--- config.mk ---
export PLATFORM = sky130hd
export DESIGN_NAME = rf_writeback
export DESIGN_NICKNAME = d
export VERILOG_FILES = /design/src/rtl/rf_wb_pkg.sv /design/src/rtl/rf_writeback_scoreboard.sv /design/src/rtl/rf_writeback.sv
export SDC_FILE = /design/constraint.sdc
export NUM_CORES = 1
export LEC_CHECK = 0
export ABC_AREA = 1
export BUFFER_PORTS_ARGS = -buffer_cell sky130_fd_sc_hd__buf_4
export CAP_MARGIN = 20
export CORE_ASPECT_RATIO = 1.5
export CORE_UTILIZATION = 47
export CTS_CLUSTER_DIAMETER = 30
export DETAILED_ROUTE_END_ITERATION = 8
export PLACE_DENSITY = 0.73
export SLEW_MARGIN = 0
export SYNTH_ARGS = -nofsm -noshare
export SYNTH_HDL_FRONTEND = slang
export SYNTH_SLANG_ARGS = --single-unit
--- constraint.sdc ---
create_clock -name clk -period 2.4 [get_ports clk]
set_input_delay 0.24 -clock clk [delete_from_list [all_inputs] [get_ports clk]]
set_output_delay 0.24 -clock clk [all_outputs]
set_load 0.02 [all_outputs]
--- src/rtl/rf_wb_pkg.sv ---
// Shared types and default sizes for the register-file write-back front end.
package rf_wb_pkg;

    localparam int RF_WB_DATA_WIDTH  = 32;
    localparam int RF_WB_REG_NUM     = 32;
    localparam int RF_WB_REG_NUM_BIT = 5;
    localparam int RF_WB_STARVE_MAX  = 4;

    // Source selected by the write-port arbiter in a given cycle.
    typedef enum logic [1:0] {
        WB_NONE = 2'd0,
        WB_EXU  = 2'd1,
        WB_LSU  = 2'd2
    } wb_src_e;

endpackage

--- src/rtl/rf_writeback_scoreboard.sv ---
// Busy-bit scoreboard for pending register writes, plus hazard queries that
// also cover the write currently in flight on the register file port.
module rf_scoreboard
    import rf_wb_pkg::*;
#(
    parameter int REG_NUM     = RF_WB_REG_NUM,
    parameter int REG_NUM_BIT = RF_WB_REG_NUM_BIT
) (
    input  logic                   clk,
    input  logic                   rst,
    input  logic                   set,
    input  logic [REG_NUM_BIT-1:0] set_rd,
    input  logic                   clr,
    input  logic [REG_NUM_BIT-1:0] clr_rd,
    input  logic                   wb_wen,
    input  logic [REG_NUM_BIT-1:0] wb_waddr,
    input  logic [REG_NUM_BIT-1:0] rs1_q,
    input  logic [REG_NUM_BIT-1:0] rs2_q,
    output logic                   rs1_busy,
    output logic                   rs2_busy
);

    logic [REG_NUM-1:0] busy_q;
    logic [REG_NUM-1:0] busy_d;

    // Clear for the retiring write first, then set: a same-register set wins
    // because it belongs to the younger producer.
    always_comb begin
        busy_d = busy_q;
        if (clr && (clr_rd != '0)) begin
            busy_d[clr_rd] = 1'b0;
        end
        if (set && (set_rd != '0)) begin
            busy_d[set_rd] = 1'b1;
        end
    end

    // Busy vector register.
    always_ff @(posedge clk or posedge rst) begin
        if (rst) begin
            busy_q <= '0;
        end else begin
            busy_q <= busy_d;
        end
    end

    // Register 0 never reports busy; the in-flight term holds the hazard for
    // the cycle where the bit is already cleared but the write hasn't landed.
    assign rs1_busy = (rs1_q != '0) && (busy_q[rs1_q] || (wb_wen && (wb_waddr == rs1_q)));
    assign rs2_busy = (rs2_q != '0) && (busy_q[rs2_q] || (wb_wen && (wb_waddr == rs2_q)));

endmodule

--- src/rtl/rf_writeback.sv ---
// Register-file write-back front end: arbitrates EXU/LSU results onto a
// registered write port and tracks pending destinations for hazard checks.
// Optional performance counters are built when RF_WB_PERF_EN is defined.
module rf_writeback
    import rf_wb_pkg::*;
#(
    parameter int DATA_WIDTH  = RF_WB_DATA_WIDTH,
    parameter int REG_NUM     = RF_WB_REG_NUM,
    parameter int REG_NUM_BIT = RF_WB_REG_NUM_BIT,
    parameter int STARVE_MAX  = RF_WB_STARVE_MAX
) (
    input  logic                   clk,
    input  logic                   rst,
    input  logic                   exu_valid,
    output logic                   exu_ready,
    input  logic [REG_NUM_BIT-1:0] exu_rd,
    input  logic [DATA_WIDTH-1:0]  exu_data,
    input  logic                   lsu_valid,
    output logic                   lsu_ready,
    input  logic [REG_NUM_BIT-1:0] lsu_rd,
    input  logic [DATA_WIDTH-1:0]  lsu_data,
    input  logic                   sb_set,
    input  logic [REG_NUM_BIT-1:0] sb_set_rd,
    input  logic [REG_NUM_BIT-1:0] rs1_q,
    input  logic [REG_NUM_BIT-1:0] rs2_q,
    output logic                   rs1_busy,
    output logic                   rs2_busy,
    output logic                   wen,
    output logic [REG_NUM_BIT-1:0] waddr,
    output logic [DATA_WIDTH-1:0]  wdata
`ifdef RF_WB_PERF_EN
    ,
    output logic [31:0]            perf_exu_cnt,
    output logic [31:0]            perf_lsu_cnt,
    output logic [31:0]            perf_stall_cnt
`endif
);

    localparam int CNT_W = $clog2(STARVE_MAX + 1);

    wb_src_e                grant;
    logic                   xfer;
    logic [REG_NUM_BIT-1:0] xfer_rd;
    logic [DATA_WIDTH-1:0]  xfer_data;

    logic [CNT_W-1:0]       starve_q, starve_d;
    logic                   wen_q, wen_d;
    logic [REG_NUM_BIT-1:0] waddr_q, waddr_d;
    logic [DATA_WIDTH-1:0]  wdata_q, wdata_d;

    // Arbiter: LSU has priority unless the EXU has lost STARVE_MAX times in a row.
    always_comb begin
        grant = WB_NONE;
        if (lsu_valid && exu_valid) begin
            grant = (starve_q == CNT_W'(STARVE_MAX)) ? WB_EXU : WB_LSU;
        end else if (lsu_valid) begin
            grant = WB_LSU;
        end else if (exu_valid) begin
            grant = WB_EXU;
        end
    end

    // While reset is high no source is told it was accepted; the flops
    // ignore the transfer path anyway.
    assign exu_ready = (grant == WB_EXU) && !rst;
    assign lsu_ready = (grant == WB_LSU) && !rst;

    assign xfer      = (grant != WB_NONE);
    assign xfer_rd   = (grant == WB_EXU) ? exu_rd   : lsu_rd;
    assign xfer_data = (grant == WB_EXU) ? exu_data : lsu_data;

    // Starvation counter and write-port next state.
    always_comb begin
        starve_d = starve_q;
        if (!exu_valid || (grant == WB_EXU)) begin
            starve_d = '0;
        end else if (starve_q != CNT_W'(STARVE_MAX)) begin
            starve_d = starve_q + CNT_W'(1);
        end

        wen_d   = xfer && (xfer_rd != '0);
        waddr_d = waddr_q;
        wdata_d = wdata_q;
        if (wen_d) begin
            waddr_d = xfer_rd;
            wdata_d = xfer_data;
        end
    end

    // Write-port and starvation registers.
    always_ff @(posedge clk or posedge rst) begin
        if (rst) begin
            starve_q <= '0;
            wen_q    <= 1'b0;
            waddr_q  <= '0;
            wdata_q  <= '0;
        end else begin
            starve_q <= starve_d;
            wen_q    <= wen_d;
            waddr_q  <= waddr_d;
            wdata_q  <= wdata_d;
        end
    end

    assign wen   = wen_q;
    assign waddr = waddr_q;
    assign wdata = wdata_q;

    rf_scoreboard #(
        .REG_NUM     (REG_NUM),
        .REG_NUM_BIT (REG_NUM_BIT)
    ) u_scoreboard (
        .clk      (clk),
        .rst      (rst),
        .set      (sb_set),
        .set_rd   (sb_set_rd),
        .clr      (wen_d),
        .clr_rd   (xfer_rd),
        .wb_wen   (wen_q),
        .wb_waddr (waddr_q),
        .rs1_q    (rs1_q),
        .rs2_q    (rs2_q),
        .rs1_busy (rs1_busy),
        .rs2_busy (rs2_busy)
    );

`ifdef RF_WB_PERF_EN
    logic [31:0] perf_exu_q,   perf_exu_d;
    logic [31:0] perf_lsu_q,   perf_lsu_d;
    logic [31:0] perf_stall_q, perf_stall_d;

    // Per-source accepted transfers and hazard-stall cycles, wrapping.
    always_comb begin
        perf_exu_d   = perf_exu_q;
        perf_lsu_d   = perf_lsu_q;
        perf_stall_d = perf_stall_q;
        if (grant == WB_EXU) begin
            perf_exu_d = perf_exu_q + 32'd1;
        end
        if (grant == WB_LSU) begin
            perf_lsu_d = perf_lsu_q + 32'd1;
        end
        if (rs1_busy || rs2_busy) begin
            perf_stall_d = perf_stall_q + 32'd1;
        end
    end

    // Performance counter registers.
    always_ff @(posedge clk or posedge rst) begin
        if (rst) begin
            perf_exu_q   <= '0;
            perf_lsu_q   <= '0;
            perf_stall_q <= '0;
        end else begin
            perf_exu_q   <= perf_exu_d;
            perf_lsu_q   <= perf_lsu_d;
            perf_stall_q <= perf_stall_d;
        end
    end

    assign perf_exu_cnt   = perf_exu_q;
    assign perf_lsu_cnt   = perf_lsu_q;
    assign perf_stall_cnt = perf_stall_q;
`endif

endmodule

After elaboration in Yosys (flattened, before gate mapping)
Index checks and enable logic that the tools add are counted.
- equal/unequal tests: 6
- reductions and logical operators: 23
- order comparisons: 6
- muxes and demuxes: 18
- add/subtract/negate cells: 1
- bitwise logic cells: 3
- operators by type and width (kind ; count):
    32-bit 2-to-1 mux ; 3
    32-bit bitwise AND ; 1
    32-bit inverter ; 1
    32-bit bitwise OR ; 1
    5-bit by 6-bit < comparator with 1-bit output (second input constant) ; 4
    5-bit nonzero test ; 4
    1-bit logical AND ; 12
    1-bit binary-select mux with 5-bit select ; 2
    1-bit demux with 5-bit select ; 2
    5-bit equality test ; 2
    5-bit by 1-bit >= comparator with 1-bit output (second input constant) ; 2
    2-bit 2-to-1 mux ; 3
    3-bit 2-to-1 mux ; 2
    1-bit 2-to-1 mux ; 5
    5-bit 2-to-1 mux ; 1
    2-bit nonzero test ; 2
    3-bit by 1-bit adder with 3-bit output (second input constant) ; 1
    3-bit equality test (second input constant) ; 1
    1-bit logical OR ; 3
    3-bit != test (second input constant) ; 1
    2-bit by 1-bit equality test with 1-bit output (second input constant) ; 1
    2-bit equality test (second input constant) ; 1
    1-bit logical NOT ; 2
- register bits: 73
- bits of input ports: 94
- word-level logic and storage cells: 62
- output and inout port bits: 42

Logic depth before layout (Yosys ltp)
- depth after elaboration: 14
- depth in mapped cells: 15
- depth with buffers taken out: 13

Modules after synthesis
A second synthesis with hierarchy kept.
- cells, all modules: 674
- area, all modules: 4563.1 um2
- modules (own cells, without submodules) (module ; seq. area each (um2) ; instances ; cells an instance ; area an instance (um2)):
    rf_scoreboard ; 800.8 ; 1 ; 352 ; 2334.7
    rf_writeback ; 1026.0 ; 1 ; 322 ; 2228.4

Least setup slack after synthesis
Ideal clock, no wire load.
- kind: reg-to-reg
- start point: register starve_q[0]
- end point: register wdata_q[10] (netlist: wdata[10])
- path buffers: 2
- clock period less this slack: 1.806 ns
- setup slack: 0.594 ns
- cell stages (with the launch flop): 16
- arrival time: 1.690 ns
- library setup time: 0.116 ns
- required time: 2.284 ns
- cell sequence: dfrtp_1 > inv_1 > ha_1 > nand3_2 > nand2_4 > buf_6 > nand2_1 > o21ai_2 > nand2_1 > nor2_2 > nand2_1 > nand2_4 > inv_2 > buf_6 > nand2_1 > nand2_1
- word-level cells in the longest chain between the ends: 7
- elaborated cells between the ends (all ways): 9
- those cells by class: eq/ne (2); mux (4); reduce/logical (3)
- ends and longest elaborated chain (element ; RTL line ; RTL):
    start: declaration ; rf_writeback.sv:46 ; logic [CNT_W-1:0] starve_q, starve_d;
    start signal: assignment ; rf_writeback.sv:98 ; starve_q <= starve_d;
    3-bit equality test (*) ; rf_writeback.sv:55 ; grant = (starve_q == CNT_W'(STARVE_MAX)) ? WB_EXU : WB_LSU;
    2-bit 2-to-1 mux (*) ; rf_writeback.sv:55 ;
    2-bit 2-to-1 mux (*) ; rf_writeback.sv:54 ; if (lsu_valid && exu_valid) begin
    2-bit by 1-bit equality test with 1-bit output ; rf_writeback.sv:69, rf_writeback.sv:70 ;
    5-bit 2-to-1 mux ; rf_writeback.sv:69 ; assign xfer_rd = (grant == WB_EXU) ? exu_rd : lsu_rd;
    5-bit nonzero test ; rf_writeback.sv:81 ; wen_d = xfer && (xfer_rd != '0);
    1-bit logical AND ; rf_writeback.sv:81 ;
    end signal: assignment ; rf_writeback.sv:101 ; wdata_q <= wdata_d;
    end: declaration ; rf_writeback.sv:49 ; logic [DATA_WIDTH-1:0] wdata_q, wdata_d;
Mark *: on every way between the ends. The rest lies on a longest branch, timed or not.
A chain may end at the register's enable or synchronous reset.

Worst setup path in the final report
- start point: register starve_q[0]
- end point: register u_scoreboard.busy_q[12]
- word-level cells in the longest chain between the ends: 14
- elaborated cells between the ends (all ways): 19
- those cells by class: order compare (2); eq/ne (2); mux (7); bitwise (3); reduce/logical (5)
- ends and longest elaborated chain (element ; RTL line ; RTL):
    3-bit equality test (*) ; rf_writeback.sv:55 ;
    2-bit 2-to-1 mux (*) ; rf_writeback.sv:55 ;
    2-bit 2-to-1 mux (*) ; rf_writeback.sv:54 ;
    2-bit by 1-bit equality test with 1-bit output ; rf_writeback.sv:69 ;
    5-bit 2-to-1 mux ; rf_writeback.sv:69 ;
    5-bit by 6-bit < comparator with 1-bit output (not written as such) or 5-bit by 1-bit >= comparator with 1-bit output (tied branches) ; rf_writeback_scoreboard.sv:31 ; busy_d[clr_rd] = 1'b0;
    1-bit logical AND (not written as such) ; rf_writeback_scoreboard.sv:31 ;
    1-bit 2-to-1 mux (not written as such) ; rf_writeback_scoreboard.sv:31 ;
    1-bit demux with 5-bit select ; - ;
    32-bit inverter (no source line) ; - ;
    32-bit bitwise AND (no source line) ; - ;
    32-bit 2-to-1 mux (*) ; rf_writeback_scoreboard.sv:30 ; if (clr && (clr_rd != '0)) begin
    32-bit bitwise OR (no source line) ; - ;
    32-bit 2-to-1 mux (*) ; rf_writeback_scoreboard.sv:33 ; if (set && (set_rd != '0)) begin
    named net u_scoreboard.busy_d[12] ; rf_writeback_scoreboard.sv:24 ; logic [REG_NUM-1:0] busy_d;
    end signal: assignment ; rf_writeback_scoreboard.sv:43 ; busy_q <= busy_d;
    end: declaration ; rf_writeback_scoreboard.sv:23 ; logic [REG_NUM-1:0] busy_q;
Mark *: on every way through the listed nets, which the timed path passes. The rest lies on a longest branch.

==> run summary <==
multi-input logic area: 0.00212 mm²
final wirelength: 12.8 mm
Synth Area per Inst: 6.67 µm²
largest family of logic cells by synthesized area: simple AND/OR/NAND/NOR gates
post-synthesis cell area: 0.00432 mm²
PwrDens: 693 mW/mm²
CP arrival: 2.39 ns
global-route wire length before repair: 21.1 mm
CTS tree: built
synth unique cells: 27
worst path cell trace: inv_1 > ha_1 > nand3_2 > nand2_8 > inv_2 > buf_4 > nand2_1 > nand2_1 > nand2_1 > nor2_1 > inv_1 > o21ai_1 > o21ai_0
routed len/inst: 14.4 µm
RSZ-0062 raised after global routing: false
slowest CP cell: dfrtp_1
Crit. End Element: register
synthesis-stage register bit count: 73
Tightest Pin Transition: 0.644 ns
Syn-to-layout area delta: 31.5%
Post-Syn Nets: 744
Filler cells: 822
Post-Synth XOR/XNOR Area: 0.608%
Sequential Area: 0.00183 mm²
Data required, critical path: 2.58 ns
FMAX: 451 MHz
Area contributors post-synth: dfrtp_1 42%, nand2_1 25%, nand3_1 7.3%, o21ai_0 7.2%, inv_1 5.5%
# hold bufs at CTS: 0
worst setup margin: 0.181 ns
sequential share of the synthesized area: 42.3%
Syn Inst Count: 648
CP max stage delay: 0.38 ns
vias: 4723
top-count cell post-synth: nand2_1
max-cap violations: 0
Placement Rows: 42
Final Setup Violations: 0
ys async rst share: 100%
most used flip-flop cell after synthesis: dfrtp_1
Simple-Gate Fraction of Synth Area: 36.9%
Period minus WS final: 2.22 ns
Worst-path clk slew: 0.06 ns
endpoints failing hold: 0
Die Span Y: 119 µm
initial antenna violation count: 0
Final Non-Filler Cells: 891
worst min path class: in2async
DRT iter0 DRCs: 265
CTS buffer count: 9
# IOs: 136
total congestion overflow: 0
CTS Sinks: 73
EDFF count, synth: 0
diode count: 0
antenna viol nets, final: 0
# port buffers: 135
RD Place Congestion: 0.883
Pleak: 3.12 nW
R2R Path End: u_scoreboard.busy_q[12]$_DFF_PP0_
VDD IR max: 427 µV
Post-CTS Setup Bufs: 0
final setup TNS: 0 ns
FF-to-FF setup slack: 0.18 ns
largest net degree at the start of global routing: 34
met2 wire len: 6.76 mm
worst r2r src: starve_q[0]$_DFFE_PP0P_
buffer and inverter count on the worst path: 4
die area: 0.00958 mm²
Place WS: 0.110 ns
delay-heaviest family, CP: simple AND/OR/NAND/NOR gates
clock latency on the worst-skew pair: 0.33 ns
Layout Nets: 873
Slew Viols, Final: 0
critical-path maximum fanout: 27
Synth Area in Compound Gates: 10.7%
Top Layer Used: met4
die width: 80.3 µm
DP HPWL: 9.89 mm
deepest clock path buffer count: 2
status: completed
post-synthesis mux area share: 0%
area leader, netlist: dfrtp_1
Placed Cells: 876
Yosys top cell area share: 42.3%
wl on met1: 5.02 mm
GRT Total Usage: 28.7%
Yosys warning count: 0
H-tree levels: 3
commonest cells in the netlist: 292 x nand2_1, 73 x dfrtp_1, 63 x inv_1, 63 x nand3_1, 62 x o21ai_0
cell at the root of the clock tree: clkbuf_16
adder-cell share of the synthesized area: 0.579%
skew final: 0.00454 ns
layout cells sized above 1: 21.3%
number of remaining DRC errors: 0
Startpoint Class: register
mean number of vias per cell: 5.30
CP most frequent cell: nand2_1
Initial Util: 48.6%
Core Region: 0.00888 mm²
worst rel slew slack: 57.0%
DR pass1 iterations: 5
worst r2r path cells: 13
number of global-route vias before repair: 4485
met3 WL: 642 µm
Setup CP Type: reg2reg
final worst-path cycle share: 92.4%
==> stage by stage <==
stage | util, % | instance area [µm²] | hold slack, ns | total power [mW]
6_report | 63.9 | 5680 | 0.0132 | 3.94
5_1_grt | 63.9 | 5680 | 0.0755 | 4.17
4_1_cts | 63.8 | 5660 | 0.0358 | 3.94
3_5_place_dp | 60.8 | 5400 | 0.387 | 2.75
3_3_place_gp | 60.8 | 5400 | 0.375 | 2.72
2_1_floorplan | - | 4320 | 0.389 | 2.28
==> power by group <==
part,switching [mW],internal (mW),total [mW]
registers,0.159,1.47,1.62
logic,0.675,0.452,1.13
clock network,0.473,0.713,1.19
total,1.31,2.63,3.94
==> flip-flops by register name, indices dropped and copies added (netlist names) <==
signal,cells
wdata,32
u_scoreboard.busy_q,32
waddr,5
starve_q,3
wen,1
==> what timing repair did <==
action	in CTS	in global routing
setup endpoints to repair	0	38
endpoints found under the hold margin	0	0
resized for setup	0	5
==> layer usage <==
metal,track usage (%),vias to the layer above
met1,33.2,2196
met5,0,-
met3,5.06,32
met4,12.9,0
met2,50.5,193
li1,-,2302
==> cell usage in the layout, fill, tap and decap left out, types with 2 or more instances in the layout <==
| cell type | count |
|---|---|
| nand2_1 | 292 |
| buf_4 | 140 |
| dfrtp_1 | 73 |
| nand3_1 | 63 |
| inv_1 | 62 |
| o21ai_0 | 61 |
| nor2_1 | 29 |
| clkbuf_16 | 9 |
| o21ai_1 | 8 |
| o211ai_1 | 6 |
| o22ai_1 | 4 |
| clkinv_2 | 4 |
| inv_2 | 3 |
| nor3_1 | 3 |
| a21oi_1 | 3 |
| o21ai_2 | 2 |
| nand4_1 | 2 |
| xor2_1 | 2 |
| ha_1 | 2 |
==> layout make-up <==
cell class	count	area share (%)
clock buffers	11	4.28
clock inverters	4	0.353
inverters	66	4.41
multi-input cells	485	37.3
flip-flops and latches	73	32.2
well taps	110	2.42
repair buffers	142	19.1
==> cells by family after synthesis <==
family / Yosys count
AO/OA/AOI/OAI: 86
buffers and inverters: 90
AND/OR/NAND/NOR: 394
adder cells (fa/ha/maj): 2
flip-flops: 73
XOR/XNOR: 3
==> worst max-delay path by stage <==
stage                                 start                                 to  slack [ns]  cells past startpoint
floorplan                               rst            starve_q[0]$_DFFE_PP0P_        0.31                      1
global placement    starve_q[0]$_DFFE_PP0P_              wdata[20]$_DFFE_PP0P_        0.22                     12
detailed placement  starve_q[0]$_DFFE_PP0P_               wdata[3]$_DFFE_PP0P_        0.11                     13
CTS                 starve_q[0]$_DFFE_PP0P_                          exu_ready        0.09                      9
global route        starve_q[0]$_DFFE_PP0P_               waddr[4]$_DFFE_PP0P_       0.007                     13
finish              starve_q[0]$_DFFE_PP0P_  u_scoreboard.busy_q[12]$_DFF_PP0_        0.18                     13
No activity file was read; power rests on OpenSTA's default activity.
